[src/rtl/atmega32a_pkg.sv]
// Shared types and constants for the timer interrupt controller.
// Contents: entry-sequence state enum, TIFR bit positions, vector constants,
// source count / index width (widened when EXT_INT_EN is defined) and the
// index -> vector mapping function.
package atmega32a_pkg;

    typedef enum logic [1:0] {
        ST_IDLE,
        ST_PUSH_L,
        ST_PUSH_H,
        ST_JUMP
    } state_e;

    // TIFR / TIMSK bit positions
    localparam int unsigned TOV0_BIT  = 0;
    localparam int unsigned OCF0_BIT  = 1;
    localparam int unsigned TOV1_BIT  = 2;
    localparam int unsigned OCF1B_BIT = 3;
    localparam int unsigned OCF1A_BIT = 4;
    localparam int unsigned ICF1_BIT  = 5;
    localparam int unsigned TOV2_BIT  = 6;
    localparam int unsigned OCF2_BIT  = 7;

    localparam int unsigned VEC_W = 14;

    localparam logic [VEC_W-1:0] VEC_BASE_DEF = 14'h008;
    localparam logic [VEC_W-1:0] INT0_VEC     = 14'h002;
    localparam logic [VEC_W-1:0] INT1_VEC     = 14'h004;
    localparam logic [VEC_W-1:0] INT2_VEC     = 14'h006;

`ifdef EXT_INT_EN
    // Index 10 = INT0, 9 = INT1, 8 = INT2, 7..0 = TIFR bits.
    localparam int unsigned SRC_N = 11;
    localparam int unsigned IDX_W = 4;
`else
    localparam int unsigned SRC_N = 8;
    localparam int unsigned IDX_W = 3;
`endif

    // Map a winning source index onto its word vector address.
    function automatic logic [VEC_W-1:0] vec_of(input logic [3:0] idx,
                                                 input logic [VEC_W-1:0] base);
        logic [VEC_W-1:0] v;
        case (idx)
            4'd10:   v = INT0_VEC;
            4'd9:    v = INT1_VEC;
            4'd8:    v = INT2_VEC;
            default: v = base + VEC_W'((4'(OCF2_BIT) - idx) << 1);
        endcase
        return v;
    endfunction

endpackage

[src/rtl/timer_interrupt_controller_if.sv]
// Bus between the interrupt controller and the core / timers / stack path.
// master: controller side (drives hold, pc_*, stack_*, i_*, tifr_clear, busy).
// slave : core side (drives tifr, timsk, sreg_i, instr_boundary, pc_return, reti).
// EXT_INT_EN adds ext_flags/ext_mask inputs and ext_clear output.
interface timer_interrupt_controller_if #(
    parameter int unsigned PC_WIDTH = 14
);
    logic [7:0]          tifr;
    logic [7:0]          timsk;
    logic                sreg_i;
    logic                instr_boundary;
    logic [PC_WIDTH-1:0] pc_return;
    logic                reti;
    logic                hold;
    logic                pc_overwrite;
    logic [PC_WIDTH-1:0] pc_new;
    logic                stack_we;
    logic [7:0]          stack_data;
    logic                i_clear;
    logic                i_set;
    logic [7:0]          tifr_clear;
    logic                busy;
`ifdef EXT_INT_EN
    logic [2:0]          ext_flags;
    logic [2:0]          ext_mask;
    logic [2:0]          ext_clear;
`endif

    modport master (
        input  tifr, timsk, sreg_i, instr_boundary, pc_return, reti,
`ifdef EXT_INT_EN
        input  ext_flags, ext_mask,
        output ext_clear,
`endif
        output hold, pc_overwrite, pc_new, stack_we, stack_data,
        output i_clear, i_set, tifr_clear, busy
    );

    modport slave (
        output tifr, timsk, sreg_i, instr_boundary, pc_return, reti,
`ifdef EXT_INT_EN
        output ext_flags, ext_mask,
        input  ext_clear,
`endif
        input  hold, pc_overwrite, pc_new, stack_we, stack_data,
        input  i_clear, i_set, tifr_clear, busy
    );
endinterface

[src/rtl/priority_encoder_8.sv]
// Fixed-priority encoder: highest set request bit wins.
// Ports: req (SRC_N pending sources), valid_c (any pending), index_c (winner).
// SRC_N is 8 by default and 11 with EXT_INT_EN.
module priority_encoder_8
    import atmega32a_pkg::*;
(
    input  logic [SRC_N-1:0] req,
    output logic             valid_c,
    output logic [IDX_W-1:0] index_c
);

    // Ascending scan so the last (highest) set bit overrides lower ones.
    always_comb begin
        valid_c = 1'b0;
        index_c = '0;
        for (int unsigned i = 0; i < SRC_N; i++) begin
            if (req[i]) begin
                valid_c = 1'b1;
                index_c = IDX_W'(i);
            end
        end
    end

endmodule

[src/rtl/timer_interrupt_controller.sv]
// AVR-style timer interrupt entry: arbitrate tifr & timsk under SREG.I, then
// push the return PC (low, high), clear I, clear the serviced flag and jump.
// Ports: sysClock, rst (sync, active-high), bus (timer_interrupt_controller_if.master).
// All bus outputs are registered decodes of the next state.
// Optional EXT_INT_EN: INT0..2 sources that outrank the timers.
module timer_interrupt_controller
    import atmega32a_pkg::*;
#(
    parameter int unsigned      PC_WIDTH = 14,
    parameter logic [VEC_W-1:0] VEC_BASE = VEC_BASE_DEF
) (
    input  logic                         sysClock,
    input  logic                         rst,
    timer_interrupt_controller_if.master bus
);

    logic [SRC_N-1:0]    pending;
    logic                win_valid;
    logic [IDX_W-1:0]    win_idx;

    state_e              state_q, state_d;
    logic [PC_WIDTH-1:0] pc_q, pc_d;
    logic [IDX_W-1:0]    idx_q, idx_d;
    logic                block_q;
    logic                start;

    logic                hold_q, hold_d;
    logic                stack_we_q, stack_we_d;
    logic [7:0]          stack_data_q, stack_data_d;
    logic                pc_overwrite_q, pc_overwrite_d;
    logic [PC_WIDTH-1:0] pc_new_q, pc_new_d;
    logic                i_clear_q, i_clear_d;
    logic                i_set_q, i_set_d;
    logic [7:0]          tifr_clear_q, tifr_clear_d;
    logic                busy_q, busy_d;

`ifdef EXT_INT_EN
    logic [2:0]          ext_clear_q, ext_clear_d;
    assign pending = {bus.ext_flags[0] & bus.ext_mask[0],
                      bus.ext_flags[1] & bus.ext_mask[1],
                      bus.ext_flags[2] & bus.ext_mask[2],
                      bus.tifr & bus.timsk};
    assign bus.ext_clear = ext_clear_q;
`else
    assign pending = bus.tifr & bus.timsk;
`endif

    priority_encoder_8 u_prio (
        .req     (pending),
        .valid_c (win_valid),
        .index_c (win_idx)
    );

    // A reti coincident with its own boundary suppresses entry directly; a reti
    // seen ahead of its boundary leaves block set until that boundary passes.
    assign start = (state_q == ST_IDLE) && bus.instr_boundary && bus.sreg_i &&
                   win_valid && !block_q && !bus.reti;

    // Next state, latched request and registered output decode.
    always_comb begin
        state_d        = state_q;
        pc_d           = pc_q;
        idx_d          = idx_q;
        hold_d         = 1'b0;
        stack_we_d     = 1'b0;
        stack_data_d   = 8'h00;
        pc_overwrite_d = 1'b0;
        pc_new_d       = '0;
        i_clear_d      = 1'b0;
        i_set_d        = bus.reti;
        tifr_clear_d   = 8'h00;
        busy_d         = 1'b0;
`ifdef EXT_INT_EN
        ext_clear_d    = 3'b000;
`endif

        case (state_q)
            ST_IDLE:   if (start) state_d = ST_PUSH_L;
            ST_PUSH_L: state_d = ST_PUSH_H;
            ST_PUSH_H: state_d = ST_JUMP;
            ST_JUMP:   state_d = ST_IDLE;
            default:   state_d = ST_IDLE;
        endcase

        if (start) begin
            pc_d  = bus.pc_return;
            idx_d = win_idx;
        end

        case (state_d)
            ST_PUSH_L: begin
                hold_d       = 1'b1;
                stack_we_d   = 1'b1;
                stack_data_d = pc_d[7:0];
                busy_d       = 1'b1;
            end
            ST_PUSH_H: begin
                hold_d       = 1'b1;
                stack_we_d   = 1'b1;
                stack_data_d = 8'(pc_d >> 8);
                busy_d       = 1'b1;
            end
            ST_JUMP: begin
                hold_d         = 1'b1;
                pc_overwrite_d = 1'b1;
                pc_new_d       = PC_WIDTH'(vec_of(4'(idx_d), VEC_BASE));
                i_clear_d      = 1'b1;
                // External indices (>= 8) shift out, leaving the timer clear at 0.
                tifr_clear_d   = 8'(16'd1 << idx_d);
                busy_d         = 1'b1;
`ifdef EXT_INT_EN
                if (idx_d >= 4'd8) ext_clear_d = 3'(3'd1 << (4'd10 - idx_d));
`endif
            end
            default: ;
        endcase
    end

    always_ff @(posedge sysClock) begin
        if (rst) begin
            state_q        <= ST_IDLE;
            pc_q           <= '0;
            idx_q          <= '0;
            block_q        <= 1'b0;
            hold_q         <= 1'b0;
            stack_we_q     <= 1'b0;
            stack_data_q   <= 8'h00;
            pc_overwrite_q <= 1'b0;
            pc_new_q       <= '0;
            i_clear_q      <= 1'b0;
            i_set_q        <= 1'b0;
            tifr_clear_q   <= 8'h00;
            busy_q         <= 1'b0;
`ifdef EXT_INT_EN
            ext_clear_q    <= 3'b000;
`endif
        end else begin
            state_q        <= state_d;
            pc_q           <= pc_d;
            idx_q          <= idx_d;
            if (bus.reti && !bus.instr_boundary) block_q <= 1'b1;
            else if (bus.instr_boundary)         block_q <= 1'b0;
            hold_q         <= hold_d;
            stack_we_q     <= stack_we_d;
            stack_data_q   <= stack_data_d;
            pc_overwrite_q <= pc_overwrite_d;
            pc_new_q       <= pc_new_d;
            i_clear_q      <= i_clear_d;
            i_set_q        <= i_set_d;
            tifr_clear_q   <= tifr_clear_d;
            busy_q         <= busy_d;
`ifdef EXT_INT_EN
            ext_clear_q    <= ext_clear_d;
`endif
        end
    end

    assign bus.hold         = hold_q;
    assign bus.stack_we     = stack_we_q;
    assign bus.stack_data   = stack_data_q;
    assign bus.pc_overwrite = pc_overwrite_q;
    assign bus.pc_new       = pc_new_q;
    assign bus.i_clear      = i_clear_q;
    assign bus.i_set        = i_set_q;
    assign bus.tifr_clear   = tifr_clear_q;
    assign bus.busy         = busy_q;

endmodule

[src/flat_wrapper.sv]
// flat-port wrapper written by rule: the top's interface ports become plain ports
module timer_interrupt_controller_flat import atmega32a_pkg::*;
#(
    parameter int unsigned      PC_WIDTH = 14,
    parameter logic [VEC_W-1:0] VEC_BASE = VEC_BASE_DEF
)
  (sysClock, rst, bus_tifr, bus_timsk, bus_sreg_i, bus_instr_boundary, bus_pc_return, bus_reti, bus_hold, bus_pc_overwrite, bus_pc_new, bus_stack_we, bus_stack_data, bus_i_clear, bus_i_set, bus_tifr_clear, bus_busy);
  timer_interrupt_controller_if #(.PC_WIDTH(PC_WIDTH)) bus_i ();
  input  logic sysClock;
  input  logic rst;
  input wire logic [$bits(bus_i.tifr)-1:0] bus_tifr;
  input wire logic [$bits(bus_i.timsk)-1:0] bus_timsk;
  input wire logic [$bits(bus_i.sreg_i)-1:0] bus_sreg_i;
  input wire logic [$bits(bus_i.instr_boundary)-1:0] bus_instr_boundary;
  input wire logic [$bits(bus_i.pc_return)-1:0] bus_pc_return;
  input wire logic [$bits(bus_i.reti)-1:0] bus_reti;
  output wire logic [$bits(bus_i.hold)-1:0] bus_hold;
  output wire logic [$bits(bus_i.pc_overwrite)-1:0] bus_pc_overwrite;
  output wire logic [$bits(bus_i.pc_new)-1:0] bus_pc_new;
  output wire logic [$bits(bus_i.stack_we)-1:0] bus_stack_we;
  output wire logic [$bits(bus_i.stack_data)-1:0] bus_stack_data;
  output wire logic [$bits(bus_i.i_clear)-1:0] bus_i_clear;
  output wire logic [$bits(bus_i.i_set)-1:0] bus_i_set;
  output wire logic [$bits(bus_i.tifr_clear)-1:0] bus_tifr_clear;
  output wire logic [$bits(bus_i.busy)-1:0] bus_busy;
  assign bus_i.tifr = bus_tifr;
  assign bus_i.timsk = bus_timsk;
  assign bus_i.sreg_i = bus_sreg_i;
  assign bus_i.instr_boundary = bus_instr_boundary;
  assign bus_i.pc_return = bus_pc_return;
  assign bus_i.reti = bus_reti;
  assign bus_hold = bus_i.hold;
  assign bus_pc_overwrite = bus_i.pc_overwrite;
  assign bus_pc_new = bus_i.pc_new;
  assign bus_stack_we = bus_i.stack_we;
  assign bus_stack_data = bus_i.stack_data;
  assign bus_i_clear = bus_i.i_clear;
  assign bus_i_set = bus_i.i_set;
  assign bus_tifr_clear = bus_i.tifr_clear;
  assign bus_busy = bus_i.busy;
  timer_interrupt_controller #(.PC_WIDTH(PC_WIDTH), .VEC_BASE(VEC_BASE)) u_core (.sysClock(sysClock), .rst(rst), .bus(bus_i));
endmodule
[config.mk]
export PLATFORM = sky130hd
export DESIGN_NAME = timer_interrupt_controller_flat
export DESIGN_NICKNAME = d
export VERILOG_FILES = /design/src/rtl/atmega32a_pkg.sv /design/src/rtl/timer_interrupt_controller_if.sv /design/src/rtl/priority_encoder_8.sv /design/src/rtl/timer_interrupt_controller.sv /design/src/flat_wrapper.sv
export SDC_FILE = /design/constraint.sdc
export NUM_CORES = 1
export LEC_CHECK = 0
export CAP_MARGIN = 5
export CORE_MARGIN = 1.5
export CORE_UTILIZATION = 42
export CTS_CLUSTER_SIZE = 24
export DETAILED_ROUTE_END_ITERATION = 10
export PLACE_DENSITY_LB_ADDON = 0.25
export REMOVE_ABC_BUFFERS = 1
export SYNTH_ARGS = -nofsm -noshare
export SYNTH_HDL_FRONTEND = slang
export SYNTH_SLANG_ARGS = --single-unit
export TNS_END_PERCENT = 5
[constraint.sdc]
create_clock -name sysClock -period 2.1 [get_ports sysClock]
set_clock_uncertainty 0.1 [all_clocks]
set_input_delay 0.315 -clock sysClock [delete_from_list [all_inputs] [get_ports sysClock]]
set_output_delay 0.315 -clock sysClock [all_outputs]
set_load 0.005 [all_outputs]
==> impl.org <==
** Timing
- The total count of max-transition violations in the final report came to 0.
- Of the available clock period, the critical path in the final layout requires 0.904.
- Setup violations remaining at the end of the flow were counted as 0.
- Setup repair after global routing left no endpoint under its margin.
- Hold is met by 0.396 ns.
- Final hold violations :: 0
- FMAX :: 527 MHz
- For the finished layout, the period the worst path requires is 1.90 ns.
- Adding up every negative setup slack in the final design gives 0 ns.

** Floorplan
- Core region area :: 3970 sq um
- Io pins :: 71
- The die covers 4510 sq um.
- The floorplan step set the die height to 67.2 um.
- Horizontal extent of the die :: 67.2 um
- Number of rows in the core area :: 23
- Initial core utilization :: 0.435

** Route
- In the final routed layout, each cell accounts on average for 11.9 um.
- Detailed router's first-iteration violation count :: 51
- First drt pass iteration count :: 4
- Count of antenna-violating nets left after detailed routing :: 0
- For this run, design rule violations remaining after detail routing come to 0.
- The final layout contains routed wiring with a total length of 3.50 mm.
- Via count of the routed design :: 1415
- Post-detailed-route via-to-cell ratio :: 4.83

** Finish
- The repair_antennas step left the layout with diodes totalling 0.
- Post-layout nets :: 280
- Layout cell share with drive strength beyond 1 :: 0.152
- Area Overhead vs Synth :: 47.4%

** Yosys
- sky130_fd_sc_hd__dfxtp_1 takes more of the synthesized area than any other cell.
- For this run, the register share of the synthesized area comes to 0.509.
- The share of synthesized area in the top cell type comes to 0.509.
- Total of warnings raised by yosys :: 0
- Register bit total from synthesis :: 44
- Number of instances in the synthesized netlist :: 164
- Dividing the synthesized area by the synthesized cell count gives 10.5 sq um.
- Synthesis instantiated 36 different standard cells from the library.
- Combined area of all synthesized cells :: 1730 sq um
- By area the synthesized netlist is led by sky130_fd_sc_hd__dfxtp_1 (51%), sky130_fd_sc_hd__mux2i_1 (8.1%), sky130_fd_sc_hd__buf_4 (5.2%).

** Setup path
- In this run the number of cells on the critical path is 7.
- Required arrival time at the worst endpoint :: 2.22 ns
- The largest single stage delay on the critical path is 0.48 ns.
- CP startpoint kind :: input port
- The number of cells on the worst reg-to-reg path is 7.
- Number of buffers and inverters on the critical path :: 2
- In this run the worst path has a maximum fanout of 3.
- Data arrival time of the critical path :: 2.01 ns
- Element type at the critical path end :: flip-flop
- Delay-heaviest family, CP :: compound AO/OA/AOI/OAI gates
- Crit path max-delay cell type :: sky130_fd_sc_hd__clkdlybuf4s50_1
- Traced cell by cell, the critical path runs through clkdlybuf4s50_1 -> a22oi_1 -> buf_4 -> a211o_4 -> a221oi_4 -> nand2_1 -> nor3_1.
- Critical Setup Path Class :: in -> reg

** Clocking
- Clock-pin slew on the worst setup and hold paths :: 0.07 ns
- For the worst-skew pair, the clock arrives at the later sink with an insertion delay of 0.29 ns.
- Clock Tree Root :: sky130_fd_sc_hd__clkbuf_8
- TritonCTS buffer count :: 5
- Number of gates given a new drive strength after cts :: 0
- Buffers inserted by post-CTS timing repair :: 0
- TritonCTS built the clock tree.
- The H-tree was split into 2 levels.
- In this run the deepest clock path goes through 2 buffers.
- Number of hold buffers added after cts :: 0
- The clock drives 44 sinks.

** Min path
- Cell count of the worst hold path :: 2
- Hold crit path type :: reg -> reg

** Pwr
- Power spread over the standard cell area amounts to 679 nW/um^2.
- IR analysis of the VDD net gives a maximum drop of 480 uV.
- Static Leak :: 1.08 nW

** GRT
- The number of global-route vias before repair was 1264.
- Sum of overflow across all layers after global routing :: 0
- The first global-routing pass estimated 5.66 mm of wire.
- Entering global routing, the biggest net connects 19 pins.
- The number of antenna violations at the first check in global routing was 0.
- Total global routing track utilization :: 0.169

** Place
- The wire-length estimate of the detail-placed layout is 2.68 mm.
- RePlAce Congestion :: 0.745
- Count of input and output buffers :: 60

** Flow run
- Max-cap violations in this run came to 0.

** Status
- The run finished with clean final reports.
==> stage by stage <==
stage | power (W) | std cells | setup WS (ns) | instance area (sq um) | utilization
after floorplan | 0.00103 | 157 | 0.209 | 1650 | -
after global placement | 0.00121 | 285 | -0.113 | 2450 | 0.617
after detailed placement | 0.00121 | 285 | -0.185 | 2450 | 0.617
after CTS | 0.00174 | 293 | 0.0567 | 2540 | 0.640
after global routing | 0.00180 | 293 | 0.0648 | 2550 | 0.642
final | 0.00173 | 293 | 0.203 | 2550 | 0.642
==> cells in the mapped netlist <==
cell                       count
sky130_fd_sc_hd__a22oi_1       6
sky130_fd_sc_hd__a31o_2        1
sky130_fd_sc_hd__nor3_1        7
sky130_fd_sc_hd__nand2b_1      4
sky130_fd_sc_hd__a221oi_1      1
sky130_fd_sc_hd__or2_4         1
sky130_fd_sc_hd__nor2b_1       3
sky130_fd_sc_hd__nand2_1       6
sky130_fd_sc_hd__nor3b_1       1
sky130_fd_sc_hd__o21ai_0       2
sky130_fd_sc_hd__a21oi_1       7
sky130_fd_sc_hd__o22ai_1       6
sky130_fd_sc_hd__nor2_8        1
sky130_fd_sc_hd__buf_4        12
sky130_fd_sc_hd__a221oi_4      1
sky130_fd_sc_hd__nand3b_1      1
sky130_fd_sc_hd__a221o_1       1
sky130_fd_sc_hd__a32o_1        1
sky130_fd_sc_hd__dfxtp_1      44
sky130_fd_sc_hd__nand3_1       2
sky130_fd_sc_hd__a22o_1        3
sky130_fd_sc_hd__buf_6         1
sky130_fd_sc_hd__inv_1         4
sky130_fd_sc_hd__or2_2         1
sky130_fd_sc_hd__a211o_4       1
sky130_fd_sc_hd__conb_1        1
sky130_fd_sc_hd__nor2_1       19
sky130_fd_sc_hd__a311o_1       1
sky130_fd_sc_hd__nand3_4       1
sky130_fd_sc_hd__a22o_2        1
sky130_fd_sc_hd__ha_1          3
sky130_fd_sc_hd__nand2_4       1
sky130_fd_sc_hd__mux2i_1      14
sky130_fd_sc_hd__nand4_2       1
sky130_fd_sc_hd__a211o_2       1
sky130_fd_sc_hd__clkbuf_1      3
==> routing by layer <==
layer / global-route usage / vias to the layer above / part of all wire
met5: 0 / - / 0
met4: 0.0612 / 0 / 0.016
met3: 0.0600 / 8 / 0.057
met2: 0.276 / 45 / 0.48
met1: 0.206 / 650 / 0.45
li1: - / 712 / -
==> area by class of cell <==
class                   count  area (sq um)
repair buffers             78           736
well taps                  50          62.6
multi-input cells         109           761
fillers                   354          1420
inverters                   4          15.0
clock buffers               7          86.3
clock inverters             1          7.51
flip-flops and latches     44           881
==> sequential cells by signal, indices dropped and copies added, names as in the netlist <==
name	count
u_core.block_q	1
u_core.bus.busy	1
u_core.bus.i_set	1
u_core.bus.pc_new	4
u_core.bus.pc_overwrite	1
u_core.bus.stack_data	8
u_core.bus.stack_we	1
u_core.bus.tifr_clear	8
u_core.idx_q	3
u_core.pc_q	14
u_core.state_q	2
==> cells by family after synthesis <==
| family | after synthesis | share of synthesized area |
|---|---|---|
| compound gates | 33 | 0.153 |
| fa+ha+maj | 3 | 0.0217 |
| buf+inv | 20 | 0.0738 |
| flops | 44 | 0.509 |
| mux | 14 | 0.0810 |
| other cells | 1 | 0.00217 |
| simple gates | 49 | 0.158 |
==> report_power, final <==
part	switching, W	internal, W
sequential	0.0000123	0.000867
clock	0.000271	0.000267
combinational	0.000135	0.000178
==> placed cells by master (no fill, tap or decap), drive strengths merged, types with 3 or more instances in the layout <==
cell type,Yosys,routed
conb,1,10
nor3,7,7
ha,3,3
inv,4,4
a22o,4,4
a21oi,7,7
nor2b,3,3
dfxtp,44,44
buf,13,18
a22oi,6,6
nand3,3,3
clkdlybuf4s50,0,60
mux2i,14,14
nor2,20,20
nand2b,4,4
clkbuf,3,7
nand2,7,7
o22ai,6,6
==> tightest hold or removal path, delay by kind of cell, from the launching register on <==
kind	cells	cell delay (ns)
and+or+nand+nor	1	0.08
DFF	1	0.31
muxes	1	0.07
==> path summary, 6_finish.rpt <==
check	startpoint	endpoint	slack [ns]
worst max register to register	u_core.state_q[0]$_SDFF_PP0_	u_core.bus.stack_data[7]$_SDFF_PP0_	0.23
worst max-delay path	bus_tifr[2]	u_core.bus.tifr_clear[1]$_SDFF_PP0_	0.20
worst min register to register	u_core.pc_q[0]$_SDFF_PP0_	u_core.pc_q[0]$_SDFF_PP0_	0.40
worst min-delay path	u_core.pc_q[0]$_SDFF_PP0_	u_core.pc_q[0]$_SDFF_PP0_	0.40
No activity file was read; power rests on OpenSTA's default activity.
